<file path="src/rtl/sys_bus_resp_regs_if.sv">
// sys_bus_resp_regs_if: request/ack system-bus bundle between a bus bridge
// (master side) and a register responder (slave side).
//   sys_addr  : byte address, word aligned (AW bits)
//   sys_wdata : write data
//   sys_wen   : write request, level or single-cycle strobe
//   sys_ren   : read request, level or single-cycle strobe
//   sys_rdata : read data returned by the responder
//   sys_ack   : one-cycle completion pulse
//   sys_err   : access error, meaningful only while sys_ack is high
interface sys_bus_resp_regs_if #(
  parameter int AW = 20
);
  logic [AW-1:0] sys_addr;
  logic [31:0]   sys_wdata;
  logic          sys_wen;
  logic          sys_ren;
  logic [31:0]   sys_rdata;
  logic          sys_ack;
  logic          sys_err;

  modport master (
    output sys_addr, sys_wdata, sys_wen, sys_ren,
    input  sys_rdata, sys_ack, sys_err
  );

  modport slave (
    input  sys_addr, sys_wdata, sys_wen, sys_ren,
    output sys_rdata, sys_ack, sys_err
  );
endinterface

</file>
<file path="src/rtl/sys_bus_resp_regs.sv">
// sys_bus_resp_regs: register bank terminating the sys_bus request/ack
// protocol. One access at a time, programmable wait states, one-cycle ack.
//
// Ports:
//   clk      : system clock
//   rstn     : asynchronous active-low reset
//   bus      : sys_bus slave modport (addr/wdata/wen/ren in, rdata/ack/err out)
//   cfg_o    : config register contents, reg k at bits [32k+31:32k]
//   cfg_wr_o : one-cycle pulse per config register on a committed write
//
// Optional feature: define SYS_BUS_RESP_TSTAMP_EN to add a 64-bit
// free-running timestamp readable at 0x2C (low word) and 0x30 (high word
// shadow, captured when the low word is read).
//
// state | meaning
// IDLE  | waiting for sys_wen/sys_ren; captures the access
// WAIT  | counting ACK_DLY wait states, bus inputs ignored
// ACK   | sys_ack high for one cycle, then back to IDLE
module sys_bus_resp_regs #(
  parameter int          AW      = 20,
  parameter int          NREG    = 8,
  parameter int          ACK_DLY = 2,
  parameter logic [31:0] ID_VAL  = 32'h5253_0001
) (
  input  logic                 clk,
  input  logic                 rstn,
  sys_bus_resp_regs_if.slave   bus,
  output logic [NREG*32-1:0]   cfg_o,
  output logic [NREG-1:0]      cfg_wr_o
);

  typedef enum logic [1:0] {
    ST_IDLE = 2'd0,
    ST_WAIT = 2'd1,
    ST_ACK  = 2'd2
  } state_t;

  localparam int WAIT_LOAD = (ACK_DLY > 0) ? ACK_DLY - 1 : 0;

  state_t        state_q, state_d;
  logic [3:0]    wait_q;
  logic [AW-3:0] addr_q;
  logic [31:0]   wdata_q;
  logic          wr_q;
  logic [31:0]   acc_cnt_q;
  logic [31:0]   rdata_q;
  logic          err_q;
  logic [31:0]   cfg_q [NREG];

  logic          req;
  logic          start;
  logic          commit;

  logic [AW-3:0] acc_addr;
  logic [31:0]   acc_wdata;
  logic          acc_wr;
  logic [3:0]    word;
  logic          hi_zero;
  logic          hit_cfg;
  logic          hit_id;
  logic          hit_cnt;
  logic          hit_tlo;
  logic          hit_thi;
  logic          hit_ro;
  logic          unmapped;
  logic [31:0]   rd_val;

  logic [1:0]    unused_addr_lsb;

  assign unused_addr_lsb = bus.sys_addr[1:0];
  assign req = bus.sys_wen | bus.sys_ren;

  always_ff @(posedge clk or negedge rstn) begin
    if (!rstn) state_q <= ST_IDLE;
    else       state_q <= state_d;
  end

  // commit marks the edge that enters ACK: write, rdata and counter update there
  always_comb begin
    state_d = state_q;
    start   = 1'b0;
    commit  = 1'b0;
    case (state_q)
      ST_IDLE: begin
        if (req) begin
          start = 1'b1;
          if (ACK_DLY > 0) begin
            state_d = ST_WAIT;
          end else begin
            state_d = ST_ACK;
            commit  = 1'b1;
          end
        end
      end
      ST_WAIT: begin
        if (wait_q == 4'd0) begin
          state_d = ST_ACK;
          commit  = 1'b1;
        end
      end
      ST_ACK: begin
        state_d = ST_IDLE;
      end
      default: begin
        state_d = ST_IDLE;
      end
    endcase
  end

  // With zero wait states the commit happens in IDLE, before the capture
  // registers are loaded, so decode from the live bus in that case.
  always_comb begin
    if (state_q == ST_IDLE) begin
      acc_addr  = bus.sys_addr[AW-1:2];
      acc_wdata = bus.sys_wdata;
      acc_wr    = bus.sys_wen;
    end else begin
      acc_addr  = addr_q;
      acc_wdata = wdata_q;
      acc_wr    = wr_q;
    end
  end

  assign word    = acc_addr[3:0];
  assign hi_zero = (acc_addr[AW-3:4] == '0);
  assign hit_cfg = hi_zero && ({28'd0, word} < 32'(NREG));
  assign hit_id  = hi_zero && (word == 4'd8);
  assign hit_cnt = hi_zero && (word == 4'd9);
`ifdef SYS_BUS_RESP_TSTAMP_EN
  assign hit_tlo = hi_zero && (word == 4'd11);
  assign hit_thi = hi_zero && (word == 4'd12);
`else
  assign hit_tlo = 1'b0;
  assign hit_thi = 1'b0;
`endif
  assign hit_ro   = hit_id | hit_cnt | hit_tlo | hit_thi;
  assign unmapped = !(hit_cfg | hit_ro);

`ifdef SYS_BUS_RESP_TSTAMP_EN
  logic [63:0] ts_q;
  logic [31:0] ts_hi_q;

  always_ff @(posedge clk or negedge rstn) begin
    if (!rstn) begin
      ts_q    <= '0;
      ts_hi_q <= '0;
    end else begin
      ts_q <= ts_q + 64'd1;
      // snapshot the high word with the low-word read so the pair is coherent
      if (commit && !acc_wr && hit_tlo) ts_hi_q <= ts_q[63:32];
    end
  end
`endif

  always_comb begin
    rd_val = 32'd0;
    for (int k = 0; k < NREG; k++) begin
      if (hit_cfg && (word == 4'(k))) rd_val = cfg_q[k];
    end
    if (hit_id)  rd_val = ID_VAL;
    if (hit_cnt) rd_val = acc_cnt_q;
`ifdef SYS_BUS_RESP_TSTAMP_EN
    if (hit_tlo) rd_val = ts_q[31:0];
    if (hit_thi) rd_val = ts_hi_q;
`endif
  end

  always_ff @(posedge clk or negedge rstn) begin
    if (!rstn) begin
      wait_q    <= '0;
      addr_q    <= '0;
      wdata_q   <= '0;
      wr_q      <= 1'b0;
      acc_cnt_q <= '0;
      rdata_q   <= '0;
      err_q     <= 1'b0;
      cfg_wr_o  <= '0;
      for (int k = 0; k < NREG; k++) cfg_q[k] <= '0;
    end else begin
      cfg_wr_o <= '0;
      if (start) begin
        addr_q  <= bus.sys_addr[AW-1:2];
        wdata_q <= bus.sys_wdata;
        wr_q    <= bus.sys_wen;
      end
      if (state_q == ST_IDLE && state_d == ST_WAIT) begin
        wait_q <= WAIT_LOAD[3:0];
      end else if (state_q == ST_WAIT && wait_q != 4'd0) begin
        wait_q <= wait_q - 4'd1;
      end
      if (commit) begin
        acc_cnt_q <= acc_cnt_q + 32'd1;
        err_q     <= unmapped;
        if (acc_wr) begin
          for (int k = 0; k < NREG; k++) begin
            if (hit_cfg && (word == 4'(k))) begin
              cfg_q[k]    <= acc_wdata;
              cfg_wr_o[k] <= 1'b1;
            end
          end
        end else begin
          rdata_q <= rd_val;
        end
      end
    end
  end

  always_comb begin
    cfg_o = '0;
    for (int k = 0; k < NREG; k++) cfg_o[32*k +: 32] = cfg_q[k];
  end

  assign bus.sys_ack   = (state_q == ST_ACK);
  assign bus.sys_err   = (state_q == ST_ACK) && err_q;
  assign bus.sys_rdata = rdata_q;

endmodule

</file>
<file path="src/flat_wrapper.sv">
// flat-port wrapper written by rule: the top's interface ports become plain ports
module sys_bus_resp_regs_flat 
#(
  parameter int          AW      = 20,
  parameter int          NREG    = 8,
  parameter int          ACK_DLY = 2,
  parameter logic [31:0] ID_VAL  = 32'h5253_0001
)
  (clk, rstn, cfg_o, cfg_wr_o, bus_sys_addr, bus_sys_wdata, bus_sys_wen, bus_sys_ren, bus_sys_rdata, bus_sys_ack, bus_sys_err);
  sys_bus_resp_regs_if #(.AW(AW)) bus_i ();
  input  logic clk;
  input  logic rstn;
  output logic [NREG*32-1:0] cfg_o;
  output logic [NREG-1:0] cfg_wr_o;
  input wire logic [$bits(bus_i.sys_addr)-1:0] bus_sys_addr;
  input wire logic [$bits(bus_i.sys_wdata)-1:0] bus_sys_wdata;
  input wire logic [$bits(bus_i.sys_wen)-1:0] bus_sys_wen;
  input wire logic [$bits(bus_i.sys_ren)-1:0] bus_sys_ren;
  output wire logic [$bits(bus_i.sys_rdata)-1:0] bus_sys_rdata;
  output wire logic [$bits(bus_i.sys_ack)-1:0] bus_sys_ack;
  output wire logic [$bits(bus_i.sys_err)-1:0] bus_sys_err;
  assign bus_i.sys_addr = bus_sys_addr;
  assign bus_i.sys_wdata = bus_sys_wdata;
  assign bus_i.sys_wen = bus_sys_wen;
  assign bus_i.sys_ren = bus_sys_ren;
  assign bus_sys_rdata = bus_i.sys_rdata;
  assign bus_sys_ack = bus_i.sys_ack;
  assign bus_sys_err = bus_i.sys_err;
  sys_bus_resp_regs #(.AW(AW), .NREG(NREG), .ACK_DLY(ACK_DLY), .ID_VAL(ID_VAL)) u_core (.clk(clk), .rstn(rstn), .bus(bus_i), .cfg_o(cfg_o), .cfg_wr_o(cfg_wr_o));
endmodule
</file>
<file path="config.mk">
export PLATFORM = sky130hd
export DESIGN_NAME = sys_bus_resp_regs_flat
export DESIGN_NICKNAME = d
export VERILOG_FILES = /design/src/rtl/sys_bus_resp_regs_if.sv /design/src/rtl/sys_bus_resp_regs.sv /design/src/flat_wrapper.sv
export SDC_FILE = /design/constraint.sdc
export NUM_CORES = 1
export LEC_CHECK = 0
export ABC_AREA = 1
export BUFFER_PORTS_ARGS = -buffer_cell sky130_fd_sc_hd__buf_4
export CAP_MARGIN = 10
export CELL_PAD_IN_SITES_DETAIL_PLACEMENT = 1
export CELL_PAD_IN_SITES_GLOBAL_PLACEMENT = 2
export CORE_MARGIN = 5
export CORE_UTILIZATION = 32
export DETAILED_ROUTE_END_ITERATION = 16
export PLACE_DENSITY_LB_ADDON = 0.1
export SLEW_MARGIN = 20
export SYNTH_ARGS = -nofsm -noshare
export SYNTH_HDL_FRONTEND = slang
export SYNTH_SLANG_ARGS = --single-unit
</file>
<file path="constraint.sdc">
create_clock -name clk -period 6.99 [get_ports clk]
set_clock_uncertainty 0.1 [all_clocks]
set_input_delay 0.699 -clock clk [delete_from_list [all_inputs] [get_ports clk]]
set_output_delay 0.699 -clock clk [all_outputs]
set_load 0.1 [all_outputs]
</file>
Yosys cells after proc, flatten, opt, wreduce, memory -nomap -nowiden
Cells that the tools add are included.
W data, S select, Z words.
{"block": "word_totals", "register_bits": 386, "latch_bits": 0, "mem_bits_rw": 0, "rom_bits": 0, "in_bits": 56, "output_inout_bits": 298, "wordCells": 98, "n_memories": 0}
{"block": "op_classes", "add_sub_neg": 2, "multipliers": 0, "div_mod_pow": 0, "n_lt_le_gt_ge": 1, "n_eq_ne": 12, "shift": 0, "n_mux": 32, "n_bitwise": 4, "reduce_logical": 30}
{"operator": "$mux W32", "n": 11}
{"operator": "$add A32 B1 Y32 const B", "n": 1}
{"operator": "$reduce_and A3 Y1", "n": 8}
{"operator": "$mux W18", "n": 1}
{"operator": "$eq A4 B3 Y1 const B", "n": 4}
{"operator": "$mux W8", "n": 2}
{"operator": "$logic_and A1 B1 Y1", "n": 14}
{"operator": "$logic_not A14 Y1", "n": 1}
{"operator": "$mux W1", "n": 13}
{"operator": "$eq A4 B2 Y1 const B", "n": 2}
{"operator": "$eq A4 B4 Y1 const B", "n": 2}
{"operator": "$logic_not A4 Y1", "n": 2}
{"operator": "$mux W4", "n": 2}
{"operator": "$eq A2 B1 Y1 const B", "n": 2}
{"operator": "$eq A4 B1 Y1 const B", "n": 1}
{"operator": "$lt A4 B4 Y1 const B", "n": 1}
{"operator": "$mux W2", "n": 2}
{"operator": "$pmux W2 S2", "n": 1}
{"operator": "$reduce_bool A4 Y1", "n": 1}
{"operator": "$sub A4 B1 Y4 const B", "n": 1}
{"operator": "$or A1 B1 Y1", "n": 3}
{"operator": "$eq A2 B2 Y1 const B", "n": 1}
{"operator": "$logic_not A2 Y1", "n": 1}
{"operator": "$reduce_and A2 Y1", "n": 1}
{"operator": "3 further kinds", "n": 3}

Logic depth before layout (Yosys ltp)
{"block": "depth", "word_depth": 15, "mapped_depth": 18, "mapped_depth_nobuf": 18}

Worst setup path before layout
No wires, ideal clock.
{"block": "synth_path", "kind": "register -> output", "from": "reg u_core.state_q[1]", "to": "out bus_sys_err", "arrival_ns": 2.523, "required_ns": 6.191, "setup_slack_ns": 3.668, "stages_incl_launch_ff": 3, "path_cell_list": "dfrtp_1 inv_1 nor3_1"}
{"block": "synth_via", "elab_chain_cells": 2}
{"item": "from (decl)", "line_no": "sys_bus_resp_regs.sv:40", "text": "state_t state_q, state_d;"}
{"item": "from (signal assigned)", "line_no": "sys_bus_resp_regs.sv:75", "text": "else state_q <= state_d;"}
{"item": "$eq A2 B2 Y1", "line_no": "sys_bus_resp_regs.sv:214", "text": "assign bus.sys_err = (state_q == ST_ACK) && err_q;"}
{"item": "$logic_and A1 B1 Y1", "line_no": "sys_bus_resp_regs.sv:214"}
{"item": "to (decl)", "line_no": "flat_wrapper.sv:21", "text": "output wire logic [$bits(bus_i.sys_err)-1:0] bus_sys_err;"}
Every way passes these cells.

Worst setup path after layout
{"block": "layout_path", "from": "reg u_core.state_q[0]", "to": "reg u_core.rdata_q[8], in the netlist u_core.bus.sys_rdata[8]"}
{"block": "layout_via", "elab_chain_cells": 15, "elab_cells_between_ends": 40}
{"item": "$logic_not A2 Y1", "line_no": "sys_bus_resp_regs.sv:83, sys_bus_resp_regs.sv:113"}
{"item": "$mux W18", "line_no": "sys_bus_resp_regs.sv:113", "text": "if (state_q == ST_IDLE) begin"}
{"item": "$lt A4 B4 Y1 / $logic_not A14 Y1 (equally long branches)", "line_no": "sys_bus_resp_regs.sv:126, sys_bus_resp_regs.sv:125"}
{"item": "$logic_and A1 B1 Y1", "line_no": "sys_bus_resp_regs.sv:126", "text": "assign hit_cfg = hi_zero && ({28'd0, word} < 32'(NREG));"}
{"item": "$logic_and A1 B1 Y1", "line_no": "sys_bus_resp_regs.sv:158", "text": "if (hit_cfg && (word == 4'(k))) rd_val = cfg_q[k];"}
{"item": "$mux W32 (8 in a row)", "line_no": "sys_bus_resp_regs.sv:158"}
{"item": "$mux W32", "line_no": "sys_bus_resp_regs.sv:160", "text": "if (hit_id) rd_val = ID_VAL;"}
{"item": "$mux W32", "line_no": "sys_bus_resp_regs.sv:161", "text": "if (hit_cnt) rd_val = acc_cnt_q;"}
{"item": "to (signal assigned)", "line_no": "sys_bus_resp_regs.sv:202", "text": "rdata_q <= rd_val;"}
{"item": "to (decl)", "line_no": "sys_bus_resp_regs.sv:46", "text": "logic [31:0] rdata_q;"}
Parallel ways exist; a longest one is shown, timed or not.
A chain may end at the register's enable or synchronous reset.

==> flow_summary.toml <==
[outcome]
status = "complete, no violations"

[clock_tree]
post_cts_buffers = 0
numCtsBuffers = 46
htree_num_levels = 2
cts_tree = "done"
cts_root_buf = "clkbuf_16"
cts_resized = 0
clkTransAtPathRegs_ps = 60
clockBufferDepth = 3
clkLatencyLatePin_ps = 580
cts_sinks = 386
hold_buffers = 0

[critical_path]
cp_max_fo = 55
cp_slowest_stage_delay_ps = 650
startpoint_type = "flop"
worst-path-buf-inv = 2
critical_path_class = "reg -> reg"
required_ps = 7350
slowest_stage = "o21ai_1"
crit_chain = "nor2_4, buf_4, o21ai_2, nand2_2, nor2_2, nand2_2, clkinv_2, nand2_1, nand3_1, o21ai_1, o211ai_1, nand2_1, a21oi_1"
critPathTopFamily = "simple AND/OR/NAND/NOR gates"
critical_path_arrival_ps = 4610
cp-end-kind = "flop"

[worst_hold_path]
hold_path_class = "in -> async"

[final_layout]
fin_util = 0.409
n_fill_cell = 6779
syn_to_final_growth_pct = 26.7
multiInputGateArea_um2 = 6640
fin_nets = 2563
regArea_um2 = 9660
drive_above_1_share = 0.191

[route]
dr_total_vias = 15944
ant_nets = 0
drt_iter0_markers = 903
wl_mm = 74.9
wl_per_cell_um = 22.7
viasPerCell = 4.83
drc = 0
dr.pass1.iters = 5

[sta]
hold_violations = 0
fin_crit_sh = 0.609
setup_viol = 0
layout_min_cycle_time_ps = 4260
rsz0062_at_grt = "no"
max-slew-margin-rel = 0.196
max_freq_mhz = 235
slew_violations = 0
setup_tns_ps = 0
layout_setup_ws_ps = 2730
worst_pin_slew_ps = 1190
whs_ps = 129

[placed_design]
dp_slack_ps = 2670
routabilityCongestion = 0.846
io_buffer_count = 351
hpwl_mm = 55.6

[global_route]
antenna_found_initial = 5
overflow = 0
grt_pass1_vias = 16863
grt_max_degree = 132
grt_use_total = 0.238
grt_pass1_wl_mm = 112

[synthesis]
async_reset_ff_frac = 1.00
synth.area.top_cells = "dfrtp_1 53%, nand2_1 10%, inv_1 7.6%, o21ai_0 6.7%, mux2i_1 5.1%"
synthesis.instances = 2183
synth_top_cell_by_area = "dfrtp_1"
synth_edf_count = 0
ys_warn_count = 0
ys_seq_area_frac = 0.530
syn_area_um2 = 18200
yosysTopAreaCellShare = 0.530
syn_avg_cell_area_um2 = 8.34
synth_ff_type = "dfrtp_1"
ys_seq_elements = 386
syn_nets = 2241
ys_types = 33

[pwr]
ir_drop_mv = 0.357
power_density_nw_per_um2 = 329
cellLeakagePower_nw = 12.2

[die]
dieArea_um2 = 61800
start_util = 0.323
die_y_um = 249
ioPinCount = 354
die_width_um = 249
std_cell_rows = 87
coreArea_um2 = 56400

[run]
cap_viol_max_count = 0
## cell families after synthesis
group,count (synthesis),synth area share
buf+inv,478,0.107
simple gates,763,0.175
fa+ha+maj,2,0.00137
xor+xnor,31,0.0149
flops,386,0.530
compound gates,431,0.121
mux,92,0.0506
## cell usage after synthesis (4+ instances only)
library cell	number
nor4_1	5
o21ai_1	30
nand4_1	26
nand3_1	51
o21ai_0	244
xor2_1	28
nor2_2	6
a21oi_1	141
nor2_4	5
clkbuf_1	45
nor2_1	131
nand2_1	501
dfrtp_1	386
nand2_2	10
o211ai_1	9
buf_2	31
o22ai_1	4
mux2i_1	92
inv_1	370
nor3_1	19
nand2_4	4
buf_4	8
buf_6	10
inv_2	10
## where the power goes
part	switching [W]	total, W	internal, W
logic	0.00198	0.00243	0.000449
registers	0.000156	0.00265	0.00249
clock network	0.000989	0.00252	0.00153
total	0.00313	0.00759	0.00447
## cells in the final DEF (no fill, tap or decap), types with 13 or more instances in the layout
cell type / n
clkbuf_1: 15
nor3_1: 18
nor2_1: 131
clkbuf_8: 13
dfrtp_1: 386
clkbuf_16: 49
buf_4: 367
nand4_1: 26
a21oi_1: 141
o21ai_0: 241
nand3_1: 51
nand2_1: 501
inv_1: 369
mux2i_1: 92
xor2_1: 28
o21ai_1: 32
## path summary, 6_finish.rpt
kind,from,to,slack (ps),depth (start not counted)
worst max register to register,u_core.state_q[0]$_DFF_PN0_,u_core.bus.sys_rdata[8]$_DFFE_PN0P_,2730,13
worst min-delay path,rstn,u_core.cfg_o[154]$_DFFE_PN0P_,130,1
min in group clk,bus_sys_addr[17],u_core.addr_q[15]$_DFFE_PN0P_,240,3
worst min register to register,u_core.acc_cnt_q[25]$_DFFE_PN0P_,u_core.acc_cnt_q[25]$_DFFE_PN0P_,370,1
worst max-delay path,u_core.state_q[0]$_DFF_PN0_,u_core.bus.sys_rdata[8]$_DFFE_PN0P_,2730,13
max in group asynchronous,rstn,u_core.wdata_q[31]$_DFFE_PN0P_,5190,2
## worst reg2reg max path: stages, from the launching register on
cell and delay, ps:
dfrtp_1 440, nor2_4 550, buf_4 560, o21ai_2 180
nand2_2 190, nor2_2 70, nand2_2 160, clkinv_2 470
nand2_1 200, nand3_1 220, o21ai_1 650, o211ai_1 190
nand2_1 100, a21oi_1 60
## stage by stage
step / cell area [um2] / cells / power [W]
final: 23100 / 3299 / 0.00759
after global routing: 23100 / 3297 / 0.00799
after CTS: 23100 / 3297 / 0.00770
after detailed placement: 21500 / 3213 / 0.00515
after global placement: 21500 / 3213 / 0.00511
after floorplan: 18200 / 2183 / 0.00419
## state kept, by name, summed over array words and instances, names as in the netlist
register              cells
u_core.cfg_o            256
u_core.acc_cnt_q         32
u_core.bus.sys_rdata     32
u_core.wdata_q           32
u_core.addr_q            18
u_core.cfg_wr_o           8
u_core.wait_q             4
u_core.state_q            2
u_core.err_q              1
u_core.wr_q               1
## cell type report
cell class | count | share of cell area
diodes | 2 | 0.000217
well taps | 756 | 0.0410
inverters | 382 | 0.0623
flip-flops and latches | 386 | 0.419
multi-input cells | 1319 | 0.288
clock inverters | 7 | 0.00477
repair buffers | 370 | 0.122
clock buffers | 77 | 0.0634
## per-layer routing
metal,track usage,share of wire,vias to the layer above
met1,0.312,0.44,7987
met2,0.389,0.47,347
met4,0.0766,0.033,8
li1,-,-,7511
met3,0.0568,0.054,91
met5,0,0.00064,-
No activity file was read; power rests on OpenSTA's default activity.
